**src/rtl/random_arbiter.sv**
```systemverilog
// random_arbiter: round-robin sharing of the random_number generator between NUM_REQ requesters.
// Per-requester repeat suppression is compiled in when RANDOM_NO_REPEAT_EN is defined.
module random_arbiter #(
  parameter int unsigned NUM_REQ   = 4,
  parameter int unsigned MAX_RETRY = 3
) (
  input  logic               clk,
  input  logic               resetN,
  input  logic [NUM_REQ-1:0] req,
  output logic [NUM_REQ-1:0] grant,
  output logic [3:0]         randomValue,
  output logic               busy,
  output logic               getRandomNumber,
  input  logic [3:0]         randomNumber
);

  localparam int unsigned IdxW = (NUM_REQ > 1) ? $clog2(NUM_REQ) : 1;
  localparam logic [IdxW-1:0] LastIdx = IdxW'(NUM_REQ - 1);

  typedef enum logic [1:0] {StIdle, StFetch, StCapture, StDeliver} state_e;

  state_e          state_q, state_d;
  logic [IdxW-1:0] owner_q, owner_d;
  logic [IdxW-1:0] ptr_q, ptr_d;
  logic [3:0]      cap_q, cap_d;
  logic [IdxW-1:0] win_idx;
  logic            win_found;
  logic            accept;

  // First requesting index at or after ptr, wrapping around.
  always_comb begin
    int unsigned     j;
    logic [IdxW-1:0] jj;
    j         = 0;
    jj        = '0;
    win_idx   = '0;
    win_found = 1'b0;
    for (int unsigned k = 0; k < NUM_REQ; k++) begin
      j = 32'(ptr_q) + k;
      if (j >= NUM_REQ) j = j - NUM_REQ;
      jj = IdxW'(j);
      if (!win_found && req[jj]) begin
        win_found = 1'b1;
        win_idx   = jj;
      end
    end
  end

`ifdef RANDOM_NO_REPEAT_EN
  localparam int unsigned RetryW = (MAX_RETRY > 0) ? $clog2(MAX_RETRY + 1) : 1;
  localparam logic [RetryW-1:0] MaxRetryC = RetryW'(MAX_RETRY);

  logic [RetryW-1:0] retry_q, retry_d;
  logic [3:0]        last_val_q [NUM_REQ];

  // A repeat is tolerated once the retry budget is spent.
  assign accept = (randomNumber != last_val_q[owner_q]) || (retry_q >= MaxRetryC);

  always_comb begin
    retry_d = retry_q;
    if (state_q == StIdle && win_found) retry_d = '0;
    else if (state_q == StCapture && !accept) retry_d = retry_q + RetryW'(1);
  end

  always_ff @(posedge clk or negedge resetN) begin
    if (!resetN) begin
      retry_q <= '0;
      for (int unsigned i = 0; i < NUM_REQ; i++) last_val_q[i] <= 4'hF;
    end else begin
      retry_q <= retry_d;
      if (state_q == StDeliver) last_val_q[owner_q] <= cap_q;
    end
  end
`else
  assign accept = 1'b1;
`endif

  always_comb begin
    state_d = state_q;
    owner_d = owner_q;
    ptr_d   = ptr_q;
    cap_d   = cap_q;
    unique case (state_q)
      StIdle: begin
        if (win_found) begin
          owner_d = win_idx;
          state_d = StFetch;
        end
      end
      StFetch: state_d = StCapture;
      StCapture: begin
        if (accept) begin
          cap_d   = randomNumber;
          state_d = StDeliver;
        end else begin
          state_d = StFetch;
        end
      end
      StDeliver: begin
        ptr_d   = (owner_q == LastIdx) ? '0 : owner_q + IdxW'(1);
        state_d = StIdle;
      end
      default: state_d = StIdle;
    endcase
  end

  always_ff @(posedge clk or negedge resetN) begin
    if (!resetN) begin
      state_q <= StIdle;
      owner_q <= '0;
      ptr_q   <= '0;
      cap_q   <= '0;
    end else begin
      state_q <= state_d;
      owner_q <= owner_d;
      ptr_q   <= ptr_d;
      cap_q   <= cap_d;
    end
  end

  always_comb begin
    grant = '0;
    if (state_q == StDeliver) grant[owner_q] = 1'b1;
  end

  // cap_q only changes on an accepted capture, so it holds the last delivered digit.
  assign randomValue     = cap_q;
  assign busy            = (state_q != StIdle);
  assign getRandomNumber = (state_q == StFetch);

endmodule
```
**config.mk**
```make
export PLATFORM = sky130hd
export DESIGN_NAME = random_arbiter
export DESIGN_NICKNAME = d
export VERILOG_FILES = /design/src/rtl/random_arbiter.sv
export SDC_FILE = /design/constraint.sdc
export NUM_CORES = 1
export LEC_CHECK = 0
export BUFFER_PORTS_ARGS = -buffer_cell sky130_fd_sc_hd__buf_2
export CORE_UTILIZATION = 25
export DETAILED_ROUTE_END_ITERATION = 8
export PLACE_DENSITY_LB_ADDON = 0.1
export SLEW_MARGIN = 20
export SYNTH_ARGS = -nofsm -noshare
export SYNTH_HDL_FRONTEND = slang
export SYNTH_SLANG_ARGS = --single-unit
```
**constraint.sdc**
```tcl
create_clock -name clk -period 2.8 [get_ports clk]
set_clock_uncertainty 0.05 [all_clocks]
set_input_delay 0.42 -clock clk [delete_from_list [all_inputs] [get_ports clk]]
set_output_delay 0.42 -clock clk [all_outputs]
set_load 0.02 [all_outputs]
```
* Word level (Yosys, flattened, before mapping)
Cells that the tools add are included.
** Cells by class
- Add/sub/neg operators :: 8
- $lt $le $gt $ge :: 10
- Equality and inequality tests :: 5
- Mux-type cells :: 26
- Reductions and logical operators :: 10
** Operators with widths (count)
- $mux 2 :: 10
- $lt 2x3->1 const B :: 5
- $ge 3x3->1 const B :: 3
- $mux 1 :: 9
- $bmux 1 s2 :: 4
- $pmux 2 s4 :: 1
- $sub 2x1->2 const B :: 4
- $add 2x2->3 const B :: 2
- $eq 2x2->1 const B :: 3
- $logic_and 1x1->1 :: 4
- $mux 4 :: 1
- $add 2x1->3 const B :: 1
- $ge 2x3->1 const B :: 1
- $logic_not 1->1 :: 3
- $add 2x1->2 const B :: 1
- $demux 1 s2 :: 1
- $eq 2x1->1 const B :: 1
- $ge 2x1->1 const B :: 1
- $logic_not 2->1 :: 1
- $ne 2x2->1 const B :: 1
- $reduce_and 2->1 :: 1
- $reduce_bool 2->1 :: 1
** Word-level totals
- Flip-flop bits (word level) :: 10
- Bits of input ports :: 10

* Depth between registers and ports, before layout
- Depth in word-level cells :: 16
- Gate-level depth with buffers :: 5
- Mapped depth without buffers :: 5

* Least setup slack after synthesis
Ideal clock, no wire load.
- Kind :: register -> output
- Start point :: reg state_q[0]
- End point :: out grant[0]
- Data arrival time :: 0.848 ns
- Required time :: 2.330 ns
- Setup slack :: 1.482 ns
- Cell stages (with the launch flop) :: 3
- Path buffers :: 0
- Cells stage by stage :: dfrtp_1 -> ha_1 -> and2_1
** On the way
- Cells in the longest elaborated chain, start to end :: 2
** Ends and longest elaborated chain
- start: declaration :: line 22 : state_e state_q, state_d;
- start signal: assignment :: line 109 : state_q <= StIdle;
- start signal: assignment :: line 114 : state_q <= state_d;
- $eq 2x2->1 :: line 123 : if (state_q == StDeliver) grant[owner_q] = 1'b1;
- $mux 4 :: line 123
- end: declaration :: line 10 : output logic [NUM_REQ-1:0] grant,
Every way passes these cells.

* Worst setup path after layout
Same ends and word-level chain as after synthesis.

==> summary.log <==
INFO  finish         areaGrowthSynthToFinish=28.2%
INFO  setup_path     type_of_element_launching_the_critical_path=register
INFO  pwr            static_leakage_power=0.000415uW
INFO  route          final_wirelength=1170um
INFO  min_path       hold_class=in2reg
INFO  floorplan      initial_utilization=0.275
INFO  setup_path     path_class=reg2out
INFO  cts            clk-insertion-delay-late=0.26ns
INFO  floorplan      io-pin-count=20
INFO  global_route   antenna_found_initial=0
INFO  finish         mostFrequentLayoutCells=sky130_fd_sc_hd__buf_2 (19), sky130_fd_sc_hd__dfrtp_1 (10), sky130_fd_sc_hd__ha_1 (9), sky130_fd_sc_hd__inv_1 (6), sky130_fd_sc_hd__mux2_2 (6)
INFO  placed_design  place.gp.congestion=0.754
INFO  yosys          synth-seq-cells=10
INFO  yosys          synthDistinctLibCells=17
INFO  route          drcViolationCount=0
INFO  min_path       min_from=randomNumber[3]
INFO  setup_path     crit_chain=ha_1 -> and2_1 -> buf_2
INFO  route          antenna_violating_nets_post_route=0
INFO  timing         setup_repair_after_global_routing_missed_its_margin=false
INFO  cts            clkSinkCount=10
INFO  cts            cts_tree=done
INFO  timing         maxSlewHeadroom=0.699
INFO  finish         fin_nets=101
INFO  route          drt-initial-drc-count=9
INFO  cts            h-tree-depth=1
INFO  flow_run       maxCapViolCount=0
INFO  timing         final-max-slew-violation-count=0
INFO  floorplan      area_of_the_die=0.00271mm^2
INFO  timing         measured_slew_at_the_worst_slew_check_pin=0.447ns
INFO  finish         final_cell_area=802um^2
INFO  cts            postCtsHoldBufs=1
INFO  cts            cts.reportedPaths.clkPinSlew=0.07ns
INFO  floorplan      die_height=52.0um
INFO  global_route   global_route_wire_length_before_repair=2040um
INFO  yosys          post_synth_instance_area=626um^2
INFO  route          viasPerCell=4.46
INFO  setup_path     timing.critical_path.slowest_stage_cell=sky130_fd_sc_hd__dfrtp_1
INFO  timing         timing.setup.tns=0ns
INFO  route          via_count=486
INFO  yosys          syn_nets=76
INFO  cts            cts_buffers=3
INFO  timing         setup-violations-final=0
INFO  yosys          synth-seq-area-share=0.400
INFO  setup_path     cp.arrival=1.26ns
INFO  timing         fin_crit=1.73ns
INFO  finish         layout.cells.most_common=sky130_fd_sc_hd__buf_2
INFO  setup_path     worst_r2r_startpoint=state_q[0]
INFO  placed_design  cell_area_after_placement=756um^2
INFO  status         outcome=complete, no violations
INFO  route          first_pass_iters=4
INFO  setup_path     critical_path.max_stage_delay=0.40ns
INFO  timing         hold_ws=0.331ns
INFO  setup_path     crit_required=2.33ns
INFO  cts            cts-root-buf=sky130_fd_sc_hd__clkbuf_4
INFO  route          routed_wire_length_per_instance=10.7um
INFO  yosys          synth_warnings=0
INFO  floorplan      fp.coreArea=0.00228mm^2
INFO  global_route   grt_max_degree=11
INFO  timing         maximum_operating_frequency=578MHz
INFO  yosys          syn_avg_cell_area=11.0um^2
INFO  pwr            peakVddDrop=0.000630V
INFO  finish         fin_cells=109
INFO  global_route   overall_fraction_of_global_route_tracks_in_use=0.106
INFO  global_route   grt-ovfl-total=0
INFO  placed_design  place.detailed.hpwl=952um
INFO  setup_path     worstSetupStartpoint=state_q[0]
INFO  cts            clockBufferDepth=2
INFO  placed_design  placed_cells_incl_taps=104
INFO  placed_design  port_buffers=19
INFO  setup_path     path_max_fanout=6
INFO  floorplan      fp-row-count=17
INFO  yosys          synthCells=57
INFO  setup_path     path_buf_inv=1
INFO  finish         antenna_cells_inserted=0
INFO  pwr            power_per_cell_area=1070mW/mm^2
INFO  floorplan      fp.dieW=52.0um
INFO  global_route   first_global_vias=459
INFO  setup_path     critPathCaptureType=output port
INFO  timing         final_hold_viol_count=0
INFO  cts            cts_setup_buffers=0
INFO  finish         final_layout_size_suffix_gt1_frac=0.383
INFO  cts            cts_resized=0
INFO  timing         post-route-period-util=0.617
INFO  setup_path     path_delay_family=flip-flops
state kept, by name, summed over array words and instances, names as in the netlist:
name / count
ptr_q: 2
state_q: 2
randomValue: 4
owner_q: 2
where the power goes:
| group | internal, uW | total [uW] | switching [uW] |
|---|---|---|---|
| clock network | 78.9 | 128 | 49.1 |
| registers | 221 | 286 | 64.7 |
| logic | 209 | 441 | 231 |
| total | 510 | 855 | 345 |
stage by stage:
step | util | worst slack, ns | total power [uW]
2_1_floorplan | - | 1.48 | 609
3_3_place_gp | 0.332 | 1.32 | 737
3_5_place_dp | 0.332 | 1.31 | 737
4_1_cts | 0.352 | 1.04 | 874
5_1_grt | 0.352 | 0.972 | 943
6_report | 0.352 | 1.07 | 855
per-layer routing:
layer	routed length [um]	vias up	global-route usage
li1	-	240	-
met1	523	232	0.127
met2	578	12	0.160
met3	60	2	0.0526
met4	8	0	0.0405
met5	0	-	0
layout make-up:
| cell class | count | area [um^2] |
|---|---|---|
| multi-input combinational | 41 | 353 |
| sequential | 10 | 250 |
| clock buffer | 4 | 36.3 |
| inverter | 6 | 22.5 |
| tap | 28 | 35.0 |
| timing repair buffer | 20 | 105 |
| fill | 228 | 1470 |
Yosys cell counts, drive strengths merged:
master / count / share of area
nor4: 1 / 0.010
nor2: 4 / 0.024
o31ai: 1 / 0.012
a21oi: 2 / 0.016
and2: 4 / 0.040
nand2: 4 / 0.024
inv: 6 / 0.036
dfrtp: 10 / 0.40
ha: 9 / 0.18
mux2: 7 / 0.13
o41ai: 2 / 0.040
a311oi: 1 / 0.014
nor2b: 1 / 0.010
nand2b: 3 / 0.030
mux2i: 2 / 0.032
path summary, 6_finish.rpt:
| path | endpoint | slack (ns) | cells after the start |
|---|---|---|---|
| max | grant[0] | 1.07 | 3 |
| min | randomValue[3] | 0.33 | 2 |
| max reg2reg | owner_q[0] | 1.41 | 4 |
| min reg2reg | randomValue[3] | 0.46 | 1 |
| max in group asynchronous | state_q[0] | 2.02 | 2 |
| min in group asynchronous | randomValue[3] | 0.49 | 2 |
cells by family (layout without fill, tap and decap cells):
kind of cell,count (synthesis),after routing,share of synthesized area
buf+inv,6,30,0.0360
simple gates,17,17,0.138
fa+ha+maj,9,9,0.180
compound gates,6,6,0.0820
mux,9,9,0.164
flops,10,10,0.400
No activity file was read; power rests on OpenSTA's default activity.
